### src/rtl/booth_mult_seq.sv
// Iterative radix-4 Booth multiplier with valid/ready handshakes and per-op signed/unsigned mode.
// Latency: ITERS cycles from acceptance to out_valid (13 at WIDTH=25), one shared adder.
// Backpressure: in_ready low while busy; out_z held stable in DONE until out_ready.
module booth_mult_seq #(
  parameter int WIDTH = 25
) (
  input  logic                 clk,
  input  logic                 rst_n,
  input  logic                 in_valid,
  output logic                 in_ready,
  input  logic                 in_signed,
  input  logic [WIDTH-1:0]     in_m,
  input  logic [WIDTH-1:0]     in_q,
  output logic                 out_valid,
  input  logic                 out_ready,
  output logic [2*WIDTH-1:0]   out_z,
  output logic                 busy
);

  localparam int ITERS = (WIDTH + 2) / 2;
  localparam int QW    = 2 * ITERS;       // multiplier register, padded to whole digit pairs
  localparam int AW    = WIDTH + 3;       // accumulator wide enough for +/-2Mx
  localparam int MW    = WIDTH + 1;       // extended multiplicand
  localparam int HW    = 2 * WIDTH - QW;  // product bits that live in the accumulator
  localparam int CW    = $clog2(ITERS + 1);
  localparam logic [CW-1:0] LAST = CW'(ITERS - 1);

  typedef enum logic [1:0] {IDLE, CALC, DONE} state_t;

  state_t          state_q, state_d;
  logic [AW-1:0]   a_q, a_d;
  logic [QW-1:0]   q_q, q_d;
  logic            qm1_q, qm1_d;
  logic [MW-1:0]   mx_q, mx_d;
  logic [CW-1:0]   cnt_q, cnt_d;
  logic            in_ready_q, in_ready_d;
  logic            out_valid_q, out_valid_d;
  logic            busy_q, busy_d;

  logic [AW-1:0]   mx1_w;
  logic [AW-1:0]   mx2_w;
  logic [AW-1:0]   addend_w;
  logic [AW-1:0]   sum_w;
  logic            m_ext_bit;
  logic            q_ext_bit;

  // Booth digit recode, single accumulate, and next-state / output decode
  always_comb begin
    state_d     = state_q;
    a_d         = a_q;
    q_d         = q_q;
    qm1_d       = qm1_q;
    mx_d        = mx_q;
    cnt_d       = cnt_q;
    in_ready_d  = in_ready_q;
    out_valid_d = out_valid_q;
    busy_d      = busy_q;

    mx1_w = {{2{mx_q[MW-1]}}, mx_q};
    mx2_w = {mx_q[MW-1], mx_q, 1'b0};
    case ({q_q[1:0], qm1_q})
      3'b001, 3'b010: addend_w = mx1_w;
      3'b011:         addend_w = mx2_w;
      3'b100:         addend_w = -mx2_w;
      3'b101, 3'b110: addend_w = -mx1_w;
      default:        addend_w = '0;
    endcase
    sum_w = a_q + addend_w;

    // Unsigned operands get a zero top bit so the signed Booth walk sees them as positive
    m_ext_bit = in_signed & in_m[WIDTH-1];
    q_ext_bit = in_signed & in_q[WIDTH-1];

    case (state_q)
      IDLE: begin
        if (in_valid && in_ready_q) begin
          mx_d       = {m_ext_bit, in_m};
          q_d        = {{(QW-WIDTH){q_ext_bit}}, in_q};
          a_d        = '0;
          qm1_d      = 1'b0;
          cnt_d      = '0;
          state_d    = CALC;
          in_ready_d = 1'b0;
          busy_d     = 1'b1;
        end
      end
      CALC: begin
        // Arithmetic shift of {A,Q,q_-1} right by two after the add
        a_d   = {{2{sum_w[AW-1]}}, sum_w[AW-1:2]};
        q_d   = {sum_w[1:0], q_q[QW-1:2]};
        qm1_d = q_q[1];
        cnt_d = cnt_q + CW'(1);
        if (cnt_q == LAST) begin
          state_d     = DONE;
          out_valid_d = 1'b1;
        end
      end
      DONE: begin
        if (out_ready) begin
          state_d     = IDLE;
          out_valid_d = 1'b0;
          in_ready_d  = 1'b1;
          busy_d      = 1'b0;
        end
      end
      default: begin
        state_d     = IDLE;
        out_valid_d = 1'b0;
        in_ready_d  = 1'b1;
        busy_d      = 1'b0;
      end
    endcase
  end

  // State and datapath registers; reset aborts any operation in flight
  always_ff @(posedge clk or negedge rst_n) begin
    if (!rst_n) begin
      state_q     <= IDLE;
      a_q         <= '0;
      q_q         <= '0;
      qm1_q       <= 1'b0;
      mx_q        <= '0;
      cnt_q       <= '0;
      in_ready_q  <= 1'b1;
      out_valid_q <= 1'b0;
      busy_q      <= 1'b0;
    end else begin
      state_q     <= state_d;
      a_q         <= a_d;
      q_q         <= q_d;
      qm1_q       <= qm1_d;
      mx_q        <= mx_d;
      cnt_q       <= cnt_d;
      in_ready_q  <= in_ready_d;
      out_valid_q <= out_valid_d;
      busy_q      <= busy_d;
    end
  end

  assign in_ready  = in_ready_q;
  assign out_valid = out_valid_q;
  assign busy      = busy_q;
  assign out_z     = {a_q[HW-1:0], q_q};

endmodule

### config.mk
export PLATFORM = sky130hd
export DESIGN_NAME = booth_mult_seq
export DESIGN_NICKNAME = d
export VERILOG_FILES = /design/src/rtl/booth_mult_seq.sv
export SDC_FILE = /design/constraint.sdc
export NUM_CORES = 1
export LEC_CHECK = 0
export CAP_MARGIN = 30
export CORE_MARGIN = 2
export CORE_UTILIZATION = 37
export DETAILED_ROUTE_END_ITERATION = 8
export SLEW_MARGIN = 15
export SYNTH_ARGS = -nofsm -noshare
export SYNTH_HDL_FRONTEND = slang
export SYNTH_SLANG_ARGS = --single-unit
### constraint.sdc
create_clock -name clk -period 5.3 [get_ports clk]
set_input_delay 0.53 -clock clk [delete_from_list [all_inputs] [get_ports clk]]
set_output_delay 0.53 -clock clk [all_outputs]
set_load 0.02 [all_outputs]
# Yosys cells after proc, flatten, opt, wreduce, memory -nomap -nowiden
# Index checks and enable logic that the tools add are counted.
[word_totals] regBits=90 output_inout_bits=53
[op_classes] add_sub_neg=4 n_eq_ne=12 mux=20 bitwise_logic=4 n_reduce_logical=10
[ops] cell="28-bit case mux with 4 select lines" n=1
[ops] cell="28-bit negator" n=2
[ops] cell="28-bit case mux with 2 select lines" n=1
[ops] cell="26-bit case mux with 2 select lines" n=1
[ops] cell="28-bit adder" n=1
[ops] cell="28-bit two-way mux" n=1
[ops] cell="26-bit two-way mux" n=1
[ops] cell="3-bit == test (second input constant)" n=3
[ops] cell="1-bit case mux with 3 select lines" n=3
[ops] cell="3-bit AND reduction" n=3
[ops] cell="4-bit case mux with 2 select lines" n=1
[ops] cell="3-bit by 2-bit == test with 1-bit output (second input constant)" n=2
[ops] cell="2-bit two-way mux" n=3
[ops] cell="2-bit inequality test (second input constant)" n=3
[ops] cell="2-bit case mux with 3 select lines" n=1
[ops] cell="1-bit two-way mux" n=5
[ops] cell="4-bit by 1-bit adder with 4-bit output (second input constant)" n=1
[ops] cell="4-bit == test (second input constant)" n=1
[ops] cell="4-bit two-way mux" n=1
[ops] cell="2-bit AND reduction" n=2
[ops] cell="2-bit OR reduction" n=2
[ops] cell="3-bit by 1-bit == test with 1-bit output (second input constant)" n=1
[ops] cell="1-bit AND" n=2
[ops] cell="2-bit by 1-bit == test with 1-bit output (second input constant)" n=1
[ops] cell="6 further kinds" n=7

# Logic depth before layout (Yosys ltp)
# Gate-level depths: netlist (run 1).
[depth] word_depth=5 mapped_depth=20 depth_no_buf=19

# Worst setup path before layout (run 1)
# OpenSTA, ideal clock, no wires.
[synth_timing] path_type="reg-to-reg" startpoint="reg mx_q[0]" endpoint="reg a_q[26]" setup_time_ns=0.069 arrival_ns=4.263 required_ns=5.231 slack_ns=0.969 path_stages_with_launch=20 n_path_buf=0 synth_period_minus_slack_ns=4.331 path_cell_list="dfrtp_1 -> inv_1 -> ha_1 -> or3b_2 -> nor2_1 -> nand3_1 -> or3_1 -> nand2_1 -> xnor2_1 -> a22oi_1 -> o211ai_1 -> ha_1 -> nand2_1 -> or2_2 -> a31o_2 -> a21oi_1 -> a21oi_1 -> xor2_1 -> or3_1 -> nand3_1"
[synth_between] elab_chain_cells=4
[synth_rtl] item="start, declared" line="34" rtl="logic [MW-1:0] mx_q, mx_d;"
[synth_rtl] item="start signal, assigned" line="132" rtl="mx_q <= mx_d;"
[synth_rtl] item="28-bit negator, on equally long branches" line="65, 64"
[synth_rtl] item="28-bit case mux with 4 select lines (*)" line="61" rtl="case ({q_q[1:0], qm1_q})"
[synth_rtl] item="28-bit adder (*)" line="68" rtl="sum_w = a_q + addend_w;"
[synth_rtl] item="28-bit case mux with 2 select lines (*)" line="74" rtl="case (state_q)"
[synth_rtl] item="end signal, assigned" line="119" rtl="a_q <= '0;"
[synth_rtl] item="end signal, assigned" line="129" rtl="a_q <= a_d;"
[synth_rtl] item="end, declared" line="31" rtl="logic [AW-1:0] a_q, a_d;"
# Every way passes the cells marked *; elsewhere a longest branch is shown, timed or not.
# A chain may end at the register's enable or synchronous reset.

# Worst setup path in the final report (run 1)
[layout_timing] startpoint="reg mx_q[0]" endpoint="reg a_q[23]"
# The elaborated chain is that of the path after synthesis.

==> flow_metrics.tcl, run 1 <==
set metrics [dict create \
    reg2reg_slack_ns 0.44 \
    netlist_top_cells_count "nand2_1 (156), nor2_1 (100), dfrtp_1 (87)" \
    post-route-period-util_pct 91.6 \
    syn_nets 924 \
    multi_input_area_sq_um 3860 \
    antenna_found_initial 0 \
    layoutNonFillerInstCount 1128 \
    io_pins 108 \
    synth_cell_types 65 \
    cts_hold_buffers 0 \
    tns_ns 0 \
    pre_cts_ws_ns 0.572 \
    critPathRequiredTime_ns 5.51 \
    cts_buffers 9 \
    clk_latency_ns 0.35 \
    cts_buffer_depth 2 \
    wire_per_inst_um 16.8 \
    cap_violations 0 \
    startpoint_type "flop" \
    vias_per_cell 5.52 \
    yosysWarnings 0 \
    wl_um 18900 \
    portBuffers 107 \
    grt_overflow 0 \
    dp_cells 1112 \
    async_reset_ff_share_pct 100 \
    start_util_pct 37.7 \
    seqCellArea_sq_um 2200 \
    die_area_sq_um 18600 \
    ff2ff_path_depth 20 \
    syn_area_per_cell_sq_um 7.75 \
    cp_max_fo 6 \
    die_width_um 136 \
    drtIter0Drc 510 \
    worst_slew_pin_slew_ns 0.773 \
    fin_nets 984 \
    status "finished clean" \
    syn_inst 838 \
    root_buffer "clkbuf_16" \
    fin_worst_skew_ns 0.00846 \
    critPathArrivalTime_ns 5.07 \
    timing.fmax_mhz 206 \
    finalCriticalPeriod_ns 4.86 \
    yosysSeqAreaShare_pct 33.9 \
    hold_class "input port to async pin" \
    rr_startpoint "mx_q[0]$_DFFE_PN0P_" \
    globalplace.congestion 0.926 \
    htree_num_levels 3 \
    grt_pass1_vias 5846 \
    drc 0 \
    synthDominantCellAreaShare_pct 33.5 \
    dp_hpwl_um 13600 \
    path_class "flop to flop" \
    synth_area_leader_cell "dfrtp_1" \
    cts_tree "yes" \
    critPathCaptureType "flop" \
    r2r_end "a_q[23]$_DFFE_PN0P_" \
    setup_viol 0 \
    fillers 1753 \
    placed_cell_area_sq_um 7590 \
    rsz0062_at_grt "no" \
    final_antenna_net_count 0 \
    grt_pass1_wl_um 30300 \
    grt_max_degree 64 \
    grt_use_total_pct 20.6 \
    slew-limit-headroom_pct 48.4 \
    fin_area_sq_um 7910 \
    drive_above_1_share_pct 5.87 \
    n_antenna_cell 0 \
    firstDrtPassIters 5 \
    rows 48 \
    ys_ff_latch 88 \
    clock-sinks 88 \
    postCtsSetupBuffers 0 \
    num_vias 6225 \
    die_h_um 136 \
    fin_ws_ns 0.444 \
    synthTopCellsByArea "dfrtp_1 (34%), nand2_1 (9.0%), ha_1 (5.8%)" \
    netlist_area_sq_um 6490 \
    cts-resized-gates 0 \
    fp.coreArea_sq_um 17200 \
    finalHoldViolCount 0 \
    clk_pin_slew_ns 0.07 \
    synth-edff-count 0 \
    finalMaxSlewViolations 0 \
    areaGrowthSynthToFinish_pct 21.8 \
    yosysMostFrequentCell "nand2_1" \
    synth_ff_type "dfrtp_1" \
]
-- state kept, by name (all words and copies together), names as in the netlist --
signal / flops
in_ready: 1
q_q: 26
out_valid: 1
a_q: 26
state_q: 2
busy: 1
cnt_q: 4
qm1_q: 1
mx_q: 26
-- metrics by stage --
| stage | utilization (%) | hold slack, ns |
|---|---|---|
| global route | 45.9 | 0.197 |
| finish | 45.9 | 0.151 |
| global placement | 44.1 | 0.471 |
| CTS | 45.9 | 0.172 |
| floorplan | - | 0.234 |
| detailed placement | 44.1 | 0.471 |
-- final cells by class --
cell class              instances  share of cell area (%)
multi-input cells             662                    48.8
clock inverters                 6                   0.918
clock buffers                  10                    3.02
inverters                      12                   0.570
repair buffers                125                    15.2
well taps                     225                    3.56
flip-flops and latches         88                    27.9
-- layout by cell type (no fill, tap or decap), types with 5 or more instances in the layout --
cell | synthesis | routed
clkdlybuf4s50_1 | 0 | 106
o22ai_1 | 29 | 29
xnor2_1 | 37 | 37
or3_1 | 9 | 9
o21ai_0 | 65 | 65
nand2_1 | 156 | 156
xor2_1 | 16 | 16
a31oi_1 | 9 | 9
dfrtp_1 | 87 | 87
ha_1 | 30 | 30
a22oi_1 | 9 | 9
and3_1 | 5 | 5
a21oi_1 | 48 | 48
o211ai_1 | 12 | 12
a21o_1 | 6 | 6
nor2_1 | 100 | 100
o221ai_1 | 5 | 5
inv_1 | 11 | 11
clkbuf_16 | 0 | 9
nor3_1 | 20 | 20
a211oi_1 | 6 | 6
buf_4 | 25 | 19
nand3_1 | 21 | 21
a221oi_1 | 10 | 10
nand2b_1 | 6 | 5
-- per-layer routing --
metal	share of wire (%)	vias to the layer above	routed length (um)	GRT usage, %
met2	45	187	8440	31.0
met5	0	-	0	0
li1	-	3065	-	-
met4	3.3	0	632	9.95
met3	5.9	38	1120	3.80
met1	46	2935	8710	28.4
-- worst max-delay path: stages, from the launching register on --
cell and delay (ns):
dfrtp_1 0.43, inv_1 0.12, ha_1 0.23, or3b_2 0.48, nor2_1 0.43, nand3_1 0.21
or3_1 0.39, nand2_1 0.10, xnor2_1 0.08, a22oi_1 0.19, o211ai_1 0.12, ha_1 0.38
nand2_1 0.08, or2_2 0.31, a31o_2 0.25, a21oi_1 0.12, buf_4 0.16, nand4_1 0.15
o21a_1 0.22, xor2_1 0.18, o21ai_0 0.10
-- worst max-delay path by stage --
stage | startpoint | to | slack (ns) | cells past startpoint
2_1_floorplan | mx_q[0]$_DFFE_PN0P_ | a_q[26]$_DFFE_PN0P_ | 0.97 | 19
3_3_place_gp | mx_q[0]$_DFFE_PN0P_ | a_q[23]$_DFFE_PN0P_ | 0.64 | 20
3_5_place_dp | mx_q[0]$_DFFE_PN0P_ | a_q[23]$_DFFE_PN0P_ | 0.57 | 20
4_1_cts | mx_q[0]$_DFFE_PN0P_ | a_q[23]$_DFFE_PN0P_ | 0.56 | 20
5_1_grt | mx_q[0]$_DFFE_PN0P_ | a_q[26]$_DFFE_PN0P_ | 0.05 | 19
6_report | mx_q[0]$_DFFE_PN0P_ | a_q[23]$_DFFE_PN0P_ | 0.44 | 20
-- kinds of logic after synthesis --
family                     Yosys count  synth area share [%]
AOI/OAI and AO/OA                  229                  22.2
xor gates and xnor gates            53                  7.15
adders and majority gates           31                  6.09
buffers and inverters               88                  6.71
DFF                                 88                  33.9
muxes                                3                 0.463
and+or+nand+nor                    346                  23.4
Power of run 1 is left out: the tool's default activity adds up to more than one toggle a clock period on the data nets, which glitch-free logic cannot reach.
==> run 2: changes to the inputs <==
--- a/config.mk
+++ b/config.mk
@@ -8,7 +8,9 @@
 export CAP_MARGIN = 30
 export CORE_MARGIN = 2
 export CORE_UTILIZATION = 37
+export CTS_CLUSTER_SIZE = 40
 export DETAILED_ROUTE_END_ITERATION = 8
+export HOLD_SLACK_MARGIN = 0.15
 export SLEW_MARGIN = 15
 export SYNTH_ARGS = -nofsm -noshare
 export SYNTH_HDL_FRONTEND = slang
==> results of run 2 <==
The final DEF is identical to that of run 1; final timing and power are the same.
Power of run 2 is left out for the same reason.
==> run 3: changes to the inputs <==
--- a/config.mk
+++ b/config.mk
@@ -15,3 +15,4 @@
 export SYNTH_ARGS = -nofsm -noshare
 export SYNTH_HDL_FRONTEND = slang
 export SYNTH_SLANG_ARGS = --single-unit
+export TNS_END_PERCENT = 100
==> constraint.sdc (replaced) <==
create_clock -name clk -period 4.05 [get_ports clk]
set_input_delay 0.405 -clock clk [delete_from_list [all_inputs] [get_ports clk]]
set_output_delay 0.405 -clock clk [all_outputs]
set_load 0.02 [all_outputs]
==> run 3 against run 2 <==
  * Non-clock buffer count grew 101
  * Die area is the same
  * Clock skew is essentially flat
  * Design area grew 13%
  * Hold slack gained 0.34 ns
  * Register-to-register slack lost 0.37 ns
  * Worst setup slack lost 0.37 ns
  * Via count grew 6.6%
  * First-iteration DRC count shrank 32%
  * Clock-buffer cell count shrank 1
  * Critical path type unchanged
  * Critical endpoint is now a_q[17]$_DFFE_PN0P_
==> flow_metrics.tcl, run 3 (synthesized netlist as in run 1, its figures left out) <==
set metrics [dict create \
    htree_num_levels 3 \
    n_antenna_cell 0 \
    io_pins 108 \
    final_antenna_net_count 0 \
    hold_class "flop to flop" \
    vias_per_cell 5.40 \
    placed_cell_area_sq_um 8330 \
    critPathRequiredTime_ns 4.28 \
    slew-limit-headroom_pct 48.3 \
    fillers 1682 \
    pre_cts_ws_ns -0.0435 \
    wire_per_inst_um 16.1 \
    grt_use_total_pct 21.7 \
    final_cell_mix "nand2_1 (152), buf_4 (118), clkdlybuf4s50_1 (106), nor2_1 (99), dfrtp_1 (86)" \
    cts_buffers 9 \
    clock-sinks 88 \
    status "finished clean" \
    ff2ff_path_depth 17 \
    path_class "flop to flop" \
    fin_nets 1085 \
    clk_latency_ns 0.36 \
    fin_worst_skew_ns 0.00819 \
    setup_viol 0 \
    post-route-period-util_pct 98.1 \
    grt_max_degree 49 \
    multi_input_area_sq_um 4070 \
    finalHoldViolCount 0 \
    rows 48 \
    wl_um 19800 \
    worstPathCellList "buf_4, or4_4, buf_4, or3_4, nand2_1, xnor2_1, a21oi_1, o211ai_1, ha_1, buf_4, a41oi_2, and3_4, a21oi_4, a221o_1, a21oi_2, xor2_1, o21ai_1" \
    crit_slowest_cell "or4_4" \
    die_area_sq_um 18600 \
    cts_buffer_depth 2 \
    finalMaxSlewViolations 0 \
    grt_pass1_vias 6410 \
    die_width_um 136 \
    rsz0062_at_grt "yes" \
    drtIter0Drc 347 \
    dp_hpwl_um 14400 \
    finalCriticalPeriod_ns 3.97 \
    rr_startpoint "mx_q[1]$_DFFE_PN0P_" \
    clk_pin_slew_ns 0.07 \
    fin_area_sq_um 8910 \
    r2r_end "a_q[17]$_DFFE_PN0P_" \
    cpMostUsedCell "buf_4" \
    crit_path_end "a_q[17]$_DFFE_PN0P_" \
    reg2reg_slack_ns 0.08 \
    layout_commonest_cell "nand2_1" \
    fin_ws_ns 0.0756 \
    die_h_um 136 \
    cp_max_fo 6 \
    crit_path_start "mx_q[1]$_DFFE_PN0P_" \
    num_vias 6634 \
    areaGrowthSynthToFinish_pct 37.2 \
    grt_pass1_wl_um 31800 \
    seqCellArea_sq_um 2200 \
    tns_ns 0 \
    portBuffers 107 \
    root_buffer "clkbuf_16" \
    drc 0 \
    cap_violations 0 \
    start_util_pct 37.7 \
    slowest_delay_ns 0.51 \
    reg_top3 "a_q: 26 flops, mx_q: 26 flops, q_q: 26 flops" \
    antenna_found_initial 0 \
    critPathArrivalTime_ns 4.21 \
    drive_above_1_share_pct 19.3 \
    critPathCaptureType "flop" \
    fp.coreArea_sq_um 17200 \
    grt_overflow 0 \
    globalplace.congestion 0.906 \
    firstDrtPassIters 5 \
    timing.fmax_mhz 252 \
    cts_tree "yes" \
    worst_slew_pin_slew_ns 0.773 \
    startpoint_type "flop" \
]
run 3: what timing repair did:
| action | 4_1_cts | 5_1_grt |
|---|---|---|
| buffers inserted | 0 | 6 |
| endpoints found under the hold margin | 47 | 0 |
| resized for setup | 8 | 39 |
| hold buffers | 1 | 0 |
| pin swaps | 4 | 32 |
| endpoints found under the setup margin | 6 | 16 |
run 3: critical path, delay by kind of cell, from the launching register on:
| family | cells | cell delay, ns |
|---|---|---|
| adder cells (fa/ha/maj) | 1 | 0.32 |
| AND/OR/NAND/NOR | 4 | 1.16 |
| buffers and inverters | 3 | 0.50 |
| flip-flops | 1 | 0.39 |
| XOR/XNOR | 2 | 0.29 |
| AO/OA/AOI/OAI | 7 | 1.19 |
run 3: worst min-delay path by stage:
stage / startpoint / depth (start not counted) / endpoint / slack (ns)
4_1_cts: busy$_DFFE_PN0P_ / 2 / busy$_DFFE_PN0P_ / 0.50
2_1_floorplan: rst_n / 0 / a_q[0]$_DFFE_PN0P_ / 0.11
6_report: busy$_DFFE_PN0P_ / 2 / busy$_DFFE_PN0P_ / 0.49
3_3_place_gp: busy$_DFFE_PN0P_ / 2 / busy$_DFFE_PN0P_ / 0.47
3_5_place_dp: busy$_DFFE_PN0P_ / 2 / busy$_DFFE_PN0P_ / 0.47
5_1_grt: cnt_q[3]$_DFFE_PN0P_ / 1 / cnt_q[3]$_DFFE_PN0P_ / 0.51
run 3: routing by layer:
metal	routed length, um	vias to the layer above	part of all wire, %	track usage (%)
met3	1070	32	5.4	4.51
met2	9120	181	46	34.7
met1	9060	3153	46	28.9
met4	505	0	2.6	7.52
li1	-	3268	-	-
met5	0	-	0	0
run 3: metrics by stage:
stage / utilization, % / std cells / hold WS, ns
after CTS: 50.6 / 1223 / 0.498
final: 51.7 / 1229 / 0.487
after global placement: 48.3 / 1206 / 0.473
after detailed placement: 48.3 / 1206 / 0.472
after floorplan: - / 838 / 0.109
after global routing: 51.7 / 1229 / 0.514
run 3: cell type report:
type	instances	share of cell area (%)
inverters	12	0.506
well taps	225	3.16
flip-flops and latches	88	24.7
multi-input cells	662	45.6
clock buffers	9	2.53
repair buffers	226	22.2
clock inverters	7	1.22
Power of run 3 is left out for the same reason.
